**config.mk**
```make
export PLATFORM = sky130hd
export DESIGN_NAME = fetch_sequencer
export DESIGN_NICKNAME = d
export VERILOG_FILES = /design/src/rtl/fetch_sequencer.sv
export SDC_FILE = /design/constraint.sdc
export NUM_CORES = 1
export LEC_CHECK = 0
export ABC_AREA = 1
export BUFFER_PORTS_ARGS = -buffer_cell sky130_fd_sc_hd__buf_2
export CORE_MARGIN = 2
export CORE_UTILIZATION = 45
export DETAILED_ROUTE_END_ITERATION = 6
export GPL_TIMING_DRIVEN = 0
export PLACE_DENSITY = 0.76
export REMOVE_ABC_BUFFERS = 1
export SLEW_MARGIN = 20
export SYNTH_ARGS = -nofsm -noshare
export SYNTH_HDL_FRONTEND = slang
export SYNTH_SLANG_ARGS = --single-unit
```
**constraint.sdc**
```tcl
create_clock -name Clock -period 7.1 [get_ports Clock]
set_input_delay 0.355 -clock Clock [delete_from_list [all_inputs] [get_ports Clock]]
set_output_delay 0.355 -clock Clock [all_outputs]
set_load 0.02 [all_outputs]
```
**src/rtl/fetch_sequencer.sv**
```systemverilog
// Program counter and fetch stage: drives the instruction ROM, resolves
// JMP/CALL/RET locally with a return stack and applies execute redirects.
module fetch_sequencer #(
    parameter int         ADDR_WIDTH  = 16,
    parameter int         INSTR_WIDTH = 28,
    parameter int         STACK_DEPTH = 4,
    parameter logic [3:0] OP_JMP      = 4'h5,
    parameter logic [3:0] OP_CALL     = 4'hA,
    parameter logic [3:0] OP_RET      = 4'hB
) (
    input  logic                   Clock,
    input  logic                   Reset,
    output logic [ADDR_WIDTH-1:0]  oRomAddress,
    input  logic [INSTR_WIDTH-1:0] iRomInstruction,
    input  logic                   iStall,
    input  logic                   iBranchTaken,
    input  logic [ADDR_WIDTH-1:0]  iBranchTarget,
    output logic [INSTR_WIDTH-1:0] oInstruction,
    output logic                   oValid,
    output logic [ADDR_WIDTH-1:0]  oPC,
    output logic                   oStackOverflow,
    output logic                   oStackUnderflow
);

    localparam int IDXW = $clog2(STACK_DEPTH);
    localparam int SPW  = IDXW + 1;

    typedef enum logic [1:0] {
        ST_START,
        ST_RUN,
        ST_HALT
    } state_t;

    state_t                 state_q;
    logic [ADDR_WIDTH-1:0]  pc_q;
    logic [SPW-1:0]         sp_q;
    logic [INSTR_WIDTH-1:0] ir_q;
    logic                   valid_q;
    logic [ADDR_WIDTH-1:0]  opc_q;
    logic                   ovf_q;
    logic                   unf_q;
    logic [ADDR_WIDTH-1:0]  stack_q [STACK_DEPTH];

    logic [3:0]            opcode;
    logic [ADDR_WIDTH-1:0] target_d;
    logic [ADDR_WIDTH-1:0] pc_inc_d;
    logic                  full;
    logic                  empty;
    logic                  fetch_en;
    logic                  push_en;
    logic [IDXW-1:0]       push_idx;
    logic [IDXW-1:0]       pop_idx;

    always_comb begin
        opcode   = iRomInstruction[INSTR_WIDTH-1 -: 4];
        target_d = {{(ADDR_WIDTH-8){1'b0}},
                    iRomInstruction[INSTR_WIDTH-5 -: 8]};
        pc_inc_d = pc_q + ADDR_WIDTH'(1);
        full     = (sp_q == SPW'(STACK_DEPTH));
        empty    = (sp_q == '0);
        fetch_en = (state_q == ST_RUN) && !iBranchTaken && !iStall;
        push_en  = fetch_en && (opcode == OP_CALL) && !full;
        push_idx = sp_q[IDXW-1:0];
        pop_idx  = sp_q[IDXW-1:0] - IDXW'(1);
    end

    // Stack storage carries no reset; only the pointer is cleared.
    always_ff @(posedge Clock) begin
        if (push_en) begin
            stack_q[push_idx] <= pc_inc_d;
        end
    end

    always_ff @(posedge Clock or posedge Reset) begin
        if (Reset) begin
            state_q <= ST_START;
            pc_q    <= '0;
            sp_q    <= '0;
            ir_q    <= '0;
            valid_q <= 1'b0;
            opc_q   <= '0;
            ovf_q   <= 1'b0;
            unf_q   <= 1'b0;
        end else begin
            case (state_q)
                ST_START: begin
                    state_q <= ST_RUN;
                end
                ST_RUN: begin
                    if (iBranchTaken) begin
                        pc_q    <= iBranchTarget;
                        valid_q <= 1'b0;
                    end else if (iStall) begin
                        state_q <= ST_RUN;
                    end else if (opcode == OP_CALL) begin
                        valid_q <= 1'b0;
                        if (full) begin
                            ovf_q   <= 1'b1;
                            state_q <= ST_HALT;
                        end else begin
                            sp_q <= sp_q + SPW'(1);
                            pc_q <= target_d;
                        end
                    end else if (opcode == OP_RET) begin
                        valid_q <= 1'b0;
                        if (empty) begin
                            unf_q   <= 1'b1;
                            state_q <= ST_HALT;
                        end else begin
                            sp_q <= sp_q - SPW'(1);
                            pc_q <= stack_q[pop_idx];
                        end
                    end else if (opcode == OP_JMP) begin
                        pc_q    <= target_d;
                        valid_q <= 1'b0;
                    end else begin
                        ir_q    <= iRomInstruction;
                        opc_q   <= pc_q;
                        valid_q <= 1'b1;
                        pc_q    <= pc_inc_d;
                    end
                end
                ST_HALT: begin
                    valid_q <= 1'b0;
                end
                default: begin
                    state_q <= ST_HALT;
                    valid_q <= 1'b0;
                end
            endcase
        end
    end

    assign oRomAddress     = pc_q;
    assign oInstruction    = ir_q;
    assign oValid          = valid_q;
    assign oPC             = opc_q;
    assign oStackOverflow  = ovf_q;
    assign oStackUnderflow = unf_q;

endmodule

```
After elaboration in Yosys (flattened, before gate mapping)

Memory sizes are Yosys's and may differ from the RTL's.
Cells that the tools add are included.

Register bits after elaboration: 68
Bits in writable memories: 64
Output and inout port bits: 63
Memories kept: 1

Memory list:

| name    | depth | width | read ports | clocked after memory_dff | wr ports | RTL line | source |
|---|---|---|---|---|---|---|---|
| stack_q | 4     | 16    | 1          | 0                        | 1        | 42       | `logic [ADDR_WIDTH-1:0] stack_q [STACK_DEPTH];` |

Add/sub/neg operators: 4
Equality and inequality tests: 16
Muxes and demuxes: 26
Bitwise operators: 7
Reduce and logical (&&, ||, !) cells: 17

Operator list:

| operator              | count |
|---|---|
| $mux 16               | 7 |
| $reduce_and 6->1      | 3 |
| $add 16x1->16 const B | 1 |
| $mux 2                | 6 |
| $mux 3                | 4 |
| $reduce_and 5->1      | 2 |
| $eq 4x4->1 const B    | 2 |
| $ne 4x4->1 const B    | 2 |
| $mux 1                | 7 |
| $not 1->1             | 7 |
| $ne 3x3->1 const B    | 2 |
| $pmux 2 s3            | 1 |
| $eq 4x3->1 const B    | 1 |
| $logic_and 1x1->1     | 4 |
| $ne 2x1->1 const B    | 2 |
| $ne 2x2->1 const B    | 2 |
| $ne 4x2->1 const B    | 1 |
| $ne 4x3->1 const B    | 1 |
| $reduce_and 4->1      | 1 |
| $add 3x1->3 const B   | 1 |
| $eq 3x3->1 const B    | 1 |
| $logic_not 1->1       | 3 |
| $logic_not 3->1       | 1 |
| $sub 3x1->3 const B   | 1 |
| 7 further kinds       | 7 |

Logic depth before layout (Yosys ltp)

Word-level depth: 7
Depth in mapped cells: 13

Worst setup path after synthesis

Ideal clock, no wire load.

Path type: register to register
Start: reg sp_q[0]
End: mem stack_q[0][0] (enable)
Library setup time: 0.409 ns
Arrival: 2.369 ns
Data required time: 6.691 ns
Path slack: 4.322 ns
Cell stages (with the launch flop): 6
Clock period less this slack: 2.778 ns
Path through: dfrtp_1 > clkinv_1 > clkbuf_1 > ha_1 > nand2_1 > nor3_1

Cells in the longest elaborated chain, start to end: 5

Ends and longest elaborated chain:

| item                         | RTL line | source |
|---|---|---|
| from (decl)                  | 36       | `logic [SPW-1:0] sp_q;` |
| from (signal assigned)       | 101      | `sp_q <= sp_q + SPW'(1);` |
| from (signal assigned)       | 110      | `sp_q <= sp_q - SPW'(1);` |
| $eq 3x3->1                   | 59       | `full = (sp_q == SPW'(STACK_DEPTH));` |
| $logic_not 1->1              | 62       | `push_en = fetch_en && (opcode == OP_CALL) && !full;` |
| $logic_and 1x1->1            | 62       |  |
| $mux 1                       | 69       | `if (push_en) begin` |
| $mux 1 (implied by the code) | 70       | `stack_q[push_idx] <= pc_inc_d;` |
| to (decl)                    | 42       |  |

Parallel ways exist; a longest one is shown, timed or not.

Final worst setup path

Start: reg sp_q[0]
End: reg pc_q[12], in the netlist oRomAddress[12]

Cells in the longest elaborated chain, start to end: 7

Ends and longest elaborated chain:

| item                 | RTL line | source |
|---|---|---|
| $sub 2x1->2          | 64       | `pop_idx = sp_q[IDXW-1:0] - IDXW'(1);` |
| $mem_v2 4x16         | -        |  |
| $mux 16              | 106      | `if (empty) begin` |
| $mux 16              | 104      | `end else if (opcode == OP_RET) begin` |
| $mux 16              | 95       | `end else if (opcode == OP_CALL) begin` |
| $mux 16              | 93       | `end else if (iStall) begin` |
| $mux 16              | 90       | `if (iBranchTaken) begin` |
| to (signal assigned) | 91       | `pc_q <= iBranchTarget;` |
| to (signal assigned) | 102      | `pc_q <= target_d;` |
| to (signal assigned) | 111      | `pc_q <= stack_q[pop_idx];` |
| to (decl)            | 35       | `logic [ADDR_WIDTH-1:0] pc_q;` |

Parallel ways exist; a longest one is shown, timed or not. The select of a mux whose other input is x is not followed.
A chain may end at the register's enable or synchronous reset.

==> impl_metrics.env <==
export IMPL_status="completed"
export IMPL_maxSlewHeadroom=0.282
export IMPL_powerDensity_nw_per_um2=448
export IMPL_avgSynthCellArea_um2=8.76
export IMPL_drtPass1Iterations=5
export IMPL_grt_pass1_vias=4855
export IMPL_cp_start_kind="flip-flop"
export IMPL_fin_crit_sh=0.637
export IMPL_yosysWarnings=0
export IMPL_synth_xor_xnor_area_share=0.00706
export IMPL_fmax_mhz=221
export IMPL_grt_pass1_wl_um=24800
export IMPL_yosys_area_share_adder=0.0133
export IMPL_wl_per_cell_um=15.4
export IMPL_area_growth_pct=21.1
export IMPL_worstSetupPathType="flip-flop to flip-flop"
export IMPL_die_area_um2=14700
export IMPL_n_fill_cell=1189
export IMPL_tightest_slew_ps=1080
export IMPL_cts_root_buffer="clkbuf_16"
export IMPL_finalMaxSlewViolations=0
export IMPL_path_max_fanout=42
export IMPL_peakVddDrop_uv=249
export IMPL_cts_clk_slew_worst_paths_ps=60
export IMPL_skew_ps=9.80
export IMPL_ys_seq_elements=132
export IMPL_yosys_area_share_simple=0.281
export IMPL_antenna_found_initial=0
export IMPL_cts_setup_buffers=0
export IMPL_finalWirelength_um=15400
export IMPL_critical_path_max_stage_delay_ps=1090
export IMPL_cts_made_buffers=17
export IMPL_clockBufferDepth=2
export IMPL_tritoncts="done"
export IMPL_wl_met2_um=7610
export IMPL_dp_hpwl_um=10600
export IMPL_final_setup_viol_count=0
export IMPL_route_met3_wl_um=1260
export IMPL_met1Wirelength_um=6330
export IMPL_maxCapViolations=0
export IMPL_final_setup_tns_ps=0
export IMPL_viasPerCell=5.13
export IMPL_rsz0062_at_grt="no"
export IMPL_seq_area_um2=3620
export IMPL_layout_min_cycle_time_ps=4530
export IMPL_clk_latency_ps=420
export IMPL_p_leak_nw=3.64
export IMPL_drt_initial_drc_count=371
export IMPL_place_inst=972
export IMPL_fp_row_count=42
export IMPL_die_y_um=121
export IMPL_pin_count=111
export IMPL_cp_slowest_cell="ha_1"
export IMPL_portBuffers=110
export IMPL_drive_gt1_frac=0.209
export IMPL_synth_compound_area_frac=0.0551
export IMPL_instances_no_fill=1005
export IMPL_track_usage=0.222
export IMPL_synthMuxAreaShare=0
export IMPL_synth_distinct_cells=34
export IMPL_cp_num_buf_inv=2
export IMPL_design_power_total_mw=3.36
export IMPL_crit_path_end_kind="flip-flop"
export IMPL_start_util=0.465
export IMPL_grt_overflow=0
export IMPL_layout_common_cells="258 x nand2_1, 110 x buf_2, 74 x nand3_1"
export IMPL_htreeDepth=4
export IMPL_ys_seq_area_frac=0.584
export IMPL_synth_edf_count=64
export IMPL_fp_coreArea_um2=13300
export IMPL_die_x_um=121
export IMPL_drtAntennaViolNets=0
export IMPL_synthCells=708
export IMPL_diodes=0
export IMPL_finalHoldViolations=0
export IMPL_syn_area_um2=6200
export IMPL_dr_max_layer_used="met4"
export IMPL_numClockSinks=132
export IMPL_postSynth_asyncResetShare=0.515
export IMPL_place_congestion=0.861
export IMPL_vias=5153
export IMPL_multi_input_area_um2=2230
export IMPL_finalNetCount=870
export IMPL_hold_path_class="input port to flip-flop"
export IMPL_crit_required_ps=7440
export IMPL_crit_family="buffers and inverters"
export IMPL_synth_top_family_by_area="simple AND/OR/NAND/NOR gates"
export IMPL_cpMostUsedCell="clkinv_1"
export IMPL_synth_main_ff_cell="dfrtp_1"
export IMPL_grt_max_degree=68
export IMPL_crit_chain="clkinv_1, ha_1, clkinv_1, nand3_1, nand2_1, o21ai_0, nor2_1, a21boi_1"
export IMPL_drc_errors=0
export IMPL_layout_commonest_cell="nand2_1"
export IMPL_cp_arrival_ps=4870
[cells in the mapped netlist, drive strengths merged, types with 2 or more instances]
cell type  count  share of area
inv           57          0.034
ha             5          0.010
nand2        261           0.16
o211ai         2         0.0024
buf           18          0.017
nand3         75          0.061
a21boi         8         0.0097
clkbuf        10         0.0061
nor2          64          0.044
clkinv         2         0.0012
xor2           4         0.0056
a21oi          8         0.0071
edfxtp        64           0.31
and2           5         0.0050
o21ai         40          0.032
nand4          5         0.0050
or2            5         0.0050
nor3           2         0.0016
dfrtp         68           0.27
[path summary, 6_finish.rpt]
| check | startpoint | cells past startpoint | slack, ps | end |
|---|---|---|---|---|
| hold reg to reg | oInstruction[13] | 2 | 460 | oInstruction[13] |
| setup / recovery | sp_q[0] | 8 | 2570 | oRomAddress[12] |
| hold / removal | iRomInstruction[13] | 3 | 160 | oInstruction[13] |
| max in group asynchronous | Reset | 4 | 6150 | sp_q[0] |
| setup reg to reg | sp_q[0] | 8 | 2570 | oRomAddress[12] |
| min in group asynchronous | Reset | 3 | 400 | oPC[14] |
[power breakdown]
part / internal [mW] / leakage, nW / switching [mW]
clock network: 0.505 / 0.287 / 0.337
logic: 0.400 / 1.96 / 0.881
registers: 1.06 / 1.40 / 0.184
total: 1.96 / 3.64 / 1.40
[through the flow]
| step | hold slack [ps] | area, um2 | utilization | worst slack, ps |
|---|---|---|---|---|
| global route | 154 | 7510 | 0.563 | 2280 |
| global placement | 454 | 6830 | 0.512 | 1970 |
| CTS | 147 | 7510 | 0.563 | 2630 |
| detailed placement | 293 | 6920 | 0.519 | 2650 |
| floorplan | 500 | 6060 | - | 3710 |
| finish | 157 | 7510 | 0.563 | 2570 |
[tightest hold or removal path, stage by stage]
cell     delay (ps)
buf_2            70
nand3_1          60
nand2_1          60
[kinds of logic (layout without fill, tap and decap cells)]
logic type,Yosys count,count (layout)
AND/OR/NAND/NOR,417,417
adder cells (fa/ha/maj),6,6
AO/OA/AOI/OAI,61,61
flip-flops,132,132
buffers and inverters,87,208
XOR/XNOR,5,5
[repair_timing]
item,in CTS,in global routing
hold buffers,1,0
resized for setup,0,0
hold endpoints to repair,12,0
[state kept, by name, indices dropped and copies added, names as in the netlist]
register,cells
stack_q,64
oInstruction,28
oPC,16
oRomAddress,16
sp_q,3
state_q,2
oStackOverflow,1
oStackUnderflow,1
oValid,1
[area by class of cell]
type	count	area share
Clock buffer	18	0.0600
Inverter	59	0.0298
Tap cell	176	0.0293
Sequential cell	132	0.482
Clock inverter	14	0.0165
Multi-Input combinational cell	489	0.297
Timing Repair Buffer	117	0.0853
[metal layers]
| layer | track usage | vias to the layer above |
|---|---|---|
| met5 | 0 | - |
| met4 | 0.0833 | 0 |
| met3 | 0.0573 | 20 |
| met2 | 0.355 | 224 |
| met1 | 0.292 | 2403 |
| li1 | - | 2506 |
No activity file was read; power rests on OpenSTA's default activity.
